File: src/rtl/golden_nonce_detector.sv
// Golden-nonce detector: checks each completed double-SHA-256 result against
// the difficulty target, recovers the nonce that produced it, and queues hits
// in a small FIFO for the serial reporting logic (valid/ready handshake).
module golden_nonce_detector #(
   parameter logic [31:0] NONCE_OFFSET     = 32'd2,
   parameter int          TARGET_ZERO_BITS = 32,
   parameter int          FIFO_DEPTH       = 4
) (
   input  logic         clk,
   input  logic         reset,
   input  logic         hash_valid,
   input  logic [255:0] hash,
   input  logic [31:0]  nonce_in,
   output logic [31:0]  golden_nonce,
   output logic         golden_valid,
   input  logic         golden_ready,
   output logic         fifo_overflow,
   output logic [15:0]  match_count
);

   localparam int PTR_W = (FIFO_DEPTH > 1) ? $clog2(FIFO_DEPTH) : 1;
   localparam int CNT_W = PTR_W + 1;
   localparam logic [CNT_W-1:0] FULL_LEVEL = CNT_W'(FIFO_DEPTH);

   // Stage-1 registers: hit flag and recovered nonce for the hash just sampled
   logic              hit_q;
   logic [31:0]       nonce_q;

   // FIFO storage and bookkeeping
   logic [31:0]       mem [FIFO_DEPTH];
   logic [PTR_W-1:0]  wr_ptr;
   logic [PTR_W-1:0]  rd_ptr;
   logic [PTR_W-1:0]  rd_ptr_inc;
   logic [CNT_W-1:0]  count;
   logic [CNT_W-1:0]  count_next;
   logic [31:0]       head_next;
   logic              fifo_full;
   logic              do_pop;
   logic              do_push;
   logic              do_drop;
   logic              target_met;

   // Only the top TARGET_ZERO_BITS of the hash matter; the rest is folded here
   // so the full bus is consumed.
   logic              unused_hash_parity;
   assign unused_hash_parity = ^hash;

   assign target_met = (hash[255 -: TARGET_ZERO_BITS] == '0);
   assign fifo_full  = (count == FULL_LEVEL);
   assign rd_ptr_inc = rd_ptr + 1'b1;

   // A pop frees a slot before the push is considered, so full+pop+push is legal
   assign do_pop  = (count != '0) && golden_ready;
   assign do_push = hit_q && (!fifo_full || do_pop);
   assign do_drop = hit_q && fifo_full && !do_pop;

   assign golden_valid = (count != '0);

   // Stage 1: register the target comparison and the nonce minus pipeline offset
   always_ff @(posedge clk) begin
      if (reset) begin
         hit_q   <= 1'b0;
         nonce_q <= '0;
      end else begin
         hit_q   <= hash_valid && target_met;
         nonce_q <= nonce_in - NONCE_OFFSET;
      end
   end

   // Occupancy after this edge, from the push/pop pair
   always_comb begin
      count_next = count;
      unique case ({do_push, do_pop})
         2'b10:   count_next = count + 1'b1;
         2'b01:   count_next = count - 1'b1;
         default: count_next = count;
      endcase
   end

   // Head register value after this edge; holds its last value when emptied
   always_comb begin
      head_next = golden_nonce;
      if (count_next != '0) begin
         if (do_pop) begin
            head_next = (count == CNT_W'(1)) ? nonce_q : mem[rd_ptr_inc];
         end else if (count == '0) begin
            head_next = nonce_q;
         end
      end
   end

   // FIFO storage writes (contents need no reset, occupancy guards them)
   always_ff @(posedge clk) begin
      if (!reset && do_push) begin
         mem[wr_ptr] <= nonce_q;
      end
   end

   // Stage 2: pointers, occupancy, head, overflow flag and hit counter
   always_ff @(posedge clk) begin
      if (reset) begin
         wr_ptr        <= '0;
         rd_ptr        <= '0;
         count         <= '0;
         golden_nonce  <= '0;
         fifo_overflow <= 1'b0;
         match_count   <= '0;
      end else begin
         if (do_push) begin
            wr_ptr <= wr_ptr + 1'b1;
         end
         if (do_pop) begin
            rd_ptr <= rd_ptr_inc;
         end
         count        <= count_next;
         golden_nonce <= head_next;
         if (do_drop) begin
            fifo_overflow <= 1'b1;
         end
         if (hit_q && (match_count != 16'hFFFF)) begin
            match_count <= match_count + 16'd1;
         end
      end
   end

endmodule

File: config.mk
export PLATFORM = sky130hd
export DESIGN_NAME = golden_nonce_detector
export DESIGN_NICKNAME = d
export VERILOG_FILES = /design/src/rtl/golden_nonce_detector.sv
export SDC_FILE = /design/constraint.sdc
export NUM_CORES = 1
export LEC_CHECK = 0
export ABC_AREA = 1
export ABC_CLOCK_PERIOD_IN_PS = 2700
export BUFFER_PORTS_ARGS = -buffer_cell sky130_fd_sc_hd__buf_2
export CORE_ASPECT_RATIO = 0.6
export CORE_UTILIZATION = 45
export CTS_CLUSTER_SIZE = 14
export DETAILED_ROUTE_END_ITERATION = 6
export GPL_ROUTABILITY_DRIVEN = 1
export PLACE_DENSITY = 0.81
export SETUP_SLACK_MARGIN = 0.4
export SLEW_MARGIN = 15
export SYNTH_ARGS = -nofsm -noshare
export SYNTH_HDL_FRONTEND = slang
export SYNTH_SLANG_ARGS = --single-unit
File: constraint.sdc
create_clock -name clk -period 2.7 [get_ports clk]
set_input_delay 0.54 -clock clk [delete_from_list [all_inputs] [get_ports clk]]
set_output_delay 0.54 -clock clk [all_outputs]
set_load 0.05 [all_outputs]
# Word-level counts from Yosys, hierarchy flattened
# Memories as Yosys holds them, arrays and structs flattened.
# Index checks and enable logic that the tools add are counted.
totals:
  mem_bits_rw: 128
  output_inout_bits: 50
  ff_bits: 89
  wordCells: 43
  mem_count: 1
  input_bits: 292
mem_list:
  columns: ["name", "depth", "word_bits", "rd", "rd_ports_with_merged_regs", "wr", "line_no", "rtl"]
  rows:
  - ["mem", 4, 32, 1, 0, 1, "30", "logic [31:0] mem [FIFO_DEPTH];"]
classes:
  add_sub_neg: 6
  n_eq_ne: 5
  reduce_logical: 17
  muxes: 6
op_table:
  columns: ["operator", "n"]
  rows:
  - ["$mux 32", 3]
  - ["$logic_not 32->1", 1]
  - ["$sub 32x2->32 const B", 1]
  - ["$add 16x1->16 const B", 1]
  - ["$ne 16x16->1 const B", 1]
  - ["$logic_and 1x1->1", 7]
  - ["$pmux 3 s2", 1]
  - ["$reduce_bool 3->1", 2]
  - ["$add 2x1->2 const B", 2]
  - ["$add 3x1->3 const B", 1]
  - ["$eq 3x1->1 const B", 1]
  - ["$eq 3x3->1 const B", 1]
  - ["$logic_not 1->1", 3]
  - ["$logic_not 3->1", 1]
  - ["$sub 3x1->3 const B", 1]
  - ["$eq 2x1->1 const B", 1]
  - ["$eq 2x2->1 const B", 1]
  - ["$mux 1", 2]
  - ["$reduce_and 2->1", 1]
  - ["$reduce_bool 2->1", 1]
  - ["$logic_or 1x1->1", 1]

# Longest topological paths before layout
logic_depth:
  ltp_word: 8
  mapped_depth: 14
  mapped_depth_nobuf: 13

# Least setup slack after synthesis
# Ideal clock, no wire load.
synth_timing:
  kind: "register -> register"
  start: "register count[0]"
  end: "memory mem[0][0], enable pin"
  synth_period_minus_slack_ns: 2.736
  t_required_ns: 2.279
  path_slack_ns: -0.036
  path_stages_with_launch: 6
  setup_time_ns: 0.421
  t_arrival_ns: 2.315
  n_path_buf: 0
  cell_sequence: "dfxtp_1 -> inv_1 -> ha_1 -> nand3_1 -> nand3_1 -> nor2_1"
synth_between:
  elab_chain_len: 7
  word_cells_on_any_way: 9
  classes_between: "eq/ne: 1; mux: 2; reduce/logical: 6"
synth_lines:
  columns: ["element", "line_no", "rtl"]
  rows:
  - ["start, declared", "34", "logic [CNT_W-1:0] count;"]
  - ["start signal, assigned", "115", "count <= count_next;"]
  - ["$eq 3x3->1 / $reduce_bool 3->1 (equally long branches)", "49, 53", null]
  - ["$logic_not 1->1 / $logic_and 1x1->1 (equally long branches)", "54, 53", null]
  - ["$logic_or 1x1->1 *", "54", "assign do_push = hit_q && (!fifo_full || do_pop);"]
  - ["$logic_and 1x1->1 *", "54", null]
  - ["$logic_and 1x1->1 *", "94", "if (!reset && do_push) begin"]
  - ["$mux 1 *", "94", null]
  - ["$mux 1 (implied by the code) *", "95", "mem[wr_ptr] <= nonce_q;"]
  - ["end, declared", "30", null]
# Mark *: on every way between the ends. The rest lies on a longest branch, timed or not.

# Worst setup path in the final report
layout_timing:
  start: "register count[0]"
  end: "output golden_valid"
layout_between:
  elab_chain_len: 1
layout_lines:
  columns: ["element", "line_no", "rtl"]
  rows:
  - ["$reduce_bool 3->1", "57", "assign golden_valid = (count != '0);"]
  - ["end, declared", "15", "output logic golden_valid,"]
# Every way passes these cells.

==> impl_metrics.csv <==
group,metric,value,unit
die,rows,40,
synthesis,yosysSeqAreaShare,60.1,%
global_route,use_met1,33.2,%
power_and_ir_drop,power_frac_seq,34.5,%
global_route,grt_util_all_layers,21.2,%
cts,cts_tree,"done",
global_route,use_met3,5.45,%
cts,hold_buffers,0,
timing,hold_viol,0,
synthesis,async_reset_ff_share,0,%
hold_path,hold_path_class,"input port to flop",
power_and_ir_drop,p_comb_share,40.8,%
timing,slew_headroom,61.8,%
global_route,use_met2,29.3,%
synthesis,synth_cell_types,37,
worst_setup_path,reg2reg_from,"count[1]",
drt,vias,7440,
timing,fin_crit_sh,78.8,%
worst_setup_path,worstPathMaxFanout,4,
worst_setup_path,r2r_end,"golden_nonce[17]",
drt,vias_per_cell,5.26,
place,post_dp_cell_area,0.0103,mm²
timing,slew_violations,0,
die,core_area,0.0202,mm²
worst_setup_path,slowest_delay,400,ps
die,die_area,0.0214,mm²
finish,finalNetCount,1429,
power_and_ir_drop,pwr-share-clk,24.7,%
worst_setup_path,worstPathArrival,1590,ps
finish,area_growth,17.4,%
die,fp.dieW,188,µm
status,outcome,"finished, final reports clean",
synthesis,ys_ff_latch,217,
cts,cts_root_buffer,"clkbuf_16",
drt,wl,23000,µm
place,place_congestion,0.915,
cts,cts_buffer_depth,3,
timing,tns,0,ps
cts,clk_transition_reported_paths,60,ps
power_and_ir_drop,p_leak,4.43,nW
global_route,antenna_found_initial,2,
power_and_ir_drop,power.total,11.3,mW
timing,period_needed,2130,ps
synthesis,synthCells,1004,
cts,htree_levels,1,
worst_setup_path,slowest_stage,"dfxtp_1",
place,io_buffer_count,117,
synthesis,synthesis.nets,1306,
timing,worstMarginPinSlew,573,ps
global_route,gr-total-overflow,0,
worst_setup_path,critPathRequiredTime,2160,ps
cts,clock_latency,490,ps
finish,layout_common_cells,"180 x nand2_1, 128 x edfxtp_1, 117 x buf_2",
global_route,grt_pass1_vias,6656,
drt,post-route-drc-count,0,
drt,firstDrtPassIters,5,
synthesis,synth-edff-count,128,
worst_setup_path,crit_path_end,"golden_valid",
timing,finClkSkew,12.4,ps
die,initial_core_util,46.4,%
timing,rsz0062_at_grt,"yes",
worst_setup_path,worstSetupStartpointType,"flop",
cts,cts_sinks,217,
run,cap_violations,0,
synthesis,yosys_warnings,0,
place,dp_hpwl,15500,µm
power_and_ir_drop,vdd_drop_max,0.000729,V
synthesis,synth_flop_cell,"edfxtp_1",
drt,drt-initial-drc-count,651,
power_and_ir_drop,power.internal,6.88,mW
timing,max_freq,0.470,GHz
power_and_ir_drop,netSwitchingPower,4.44,mW
timing,setup_violations,0,
synthesis,syn_area,0.00936,mm²
drt,wire_per_inst,16.3,µm
finish,finalInstanceArea,0.0110,mm²
synthesis,syn_avg_cell_area,9.32,µm²
power_and_ir_drop,powerDensity,1030,mW/mm²
worst_setup_path,r2r_setup_slack,590,ps
worst_setup_path,critical_path_class,"flop to output pin",
finish,drive_gt1_share,17.0,%
die,ios,342,
global_route,grt_pass1_wl,35600,µm
global_route,grt.busiest_layer,"met1",
worst_setup_path,rr_worst_depth,12,
worst_setup_path,worstPathCellList,"inv_1 -> ha_2 -> nand2_4 -> buf_2",
power_and_ir_drop,switching_share,39.2,%
drt,postRouteAntennaNets,0,
finish,final_common_cell,"nand2_1",
worst_setup_path,crit_path_start,"count[0]",
worst_setup_path,crit_path_end_kind,"output pin",
die,fp.dieH,114,µm
cts,numCtsBuffers,20,
global_route,grt_max_degree,65,
-- stage by stage --
stage               worst slack (ps)  cells  utilization, %  hold WS [ps]
finish                           574   1415            54.5           259
global route                     389   1414            54.4           269
CTS                              402   1407            54.0           248
detailed placement               397   1371            50.8           449
global placement                 413   1371            50.8           447
floorplan                      -36.2   1004               -           455
-- power by group through the flow --
stage	sequential (mW)	clock [mW]	combinational, mW
4_1_cts	3.90	2.84	4.22
6_report	3.91	2.80	4.62
5_1_grt	3.93	2.97	5.13
2_1_floorplan	4.47	0	2.87
3_3_place_gp	3.96	0	4.10
3_5_place_dp	3.97	0	4.19
-- cells in the mapped netlist (8+ instances only) --
| cell | number | area [µm²] |
|---|---|---|
| nor3_1 | 13 | 65.1 |
| nor4_1 | 8 | 50.1 |
| edfxtp_1 | 128 | 3840 |
| nor2_1 | 120 | 450 |
| nand3_1 | 78 | 390 |
| clkbuf_1 | 28 | 105 |
| xor2_1 | 11 | 96.3 |
| ha_1 | 10 | 125 |
| o21ai_0 | 77 | 385 |
| inv_1 | 107 | 402 |
| a22oi_1 | 32 | 240 |
| a21oi_1 | 58 | 290 |
| nand2_1 | 181 | 679 |
| dfxtp_1 | 89 | 1780 |
-- kinds of logic (layout without fill, tap and decap cells) --
group	count (synthesis)	in the layout	synth area share [%]
compound gates	182	182	10.9
fa+ha+maj	10	10	1.34
simple gates	429	430	19.8
buf+inv	152	288	6.49
flops	217	217	60.1
xor+xnor	14	14	1.31
other cells	0	1	0
-- flip-flops by register name (all words and copies together) (netlist names) --
| name | flops |
|---|---|
| mem | 128 |
| fifo_overflow | 1 |
| hit_q | 1 |
| rd_ptr | 2 |
| golden_nonce | 32 |
| wr_ptr | 2 |
| nonce_q | 32 |
| count | 3 |
| match_count | 16 |
-- final cells by class --
type | count | area [µm²]
tap | 273 | 342
fill | 1744 | 9190
multi-input combinational | 636 | 3170
inverter | 111 | 420
clock buffer | 32 | 602
sequential | 217 | 5630
timing repair buffer | 141 | 782
clock inverter | 4 | 42.5
antenna | 1 | 2.50
-- critical path: cells and delay by family (launching register included) --
kind | cells | cell delay, ps
DFF | 1 | 400
adders and majority gates | 1 | 240
buffers and inverters | 2 | 370
and+or+nand+nor | 1 | 90
-- layer usage --
| metal | routed length (µm) | up-vias | part of all wire, % |
|---|---|---|---|
| met4 | 326 | 2 | 1.4 |
| met2 | 8940 | 376 | 39 |
| met3 | 2810 | 35 | 12 |
| li1 | - | 3630 | - |
| met1 | 10900 | 3397 | 47 |
| met5 | 13 | - | 0.057 |
-- worst min-delay path by stage --
stage	slack, ps	cells past startpoint	start	endpoint
floorplan	450	0	nonce_q[0]	mem[0][0]
global placement	450	1	fifo_overflow	fifo_overflow
finish	260	3	nonce_in[0]	nonce_q[0]
detailed placement	450	1	fifo_overflow	fifo_overflow
global route	270	3	nonce_in[0]	nonce_q[0]
CTS	250	3	nonce_in[0]	nonce_q[0]
-- timing repair --
action | in CTS | in global routing
setup endpoints to repair | 0 | 32
setup buffers | 0 | 6
endpoints found under the hold margin | 0 | 0
gates resized for setup | 0 | 8
Note: power is estimated with default switching activity, not from simulation.
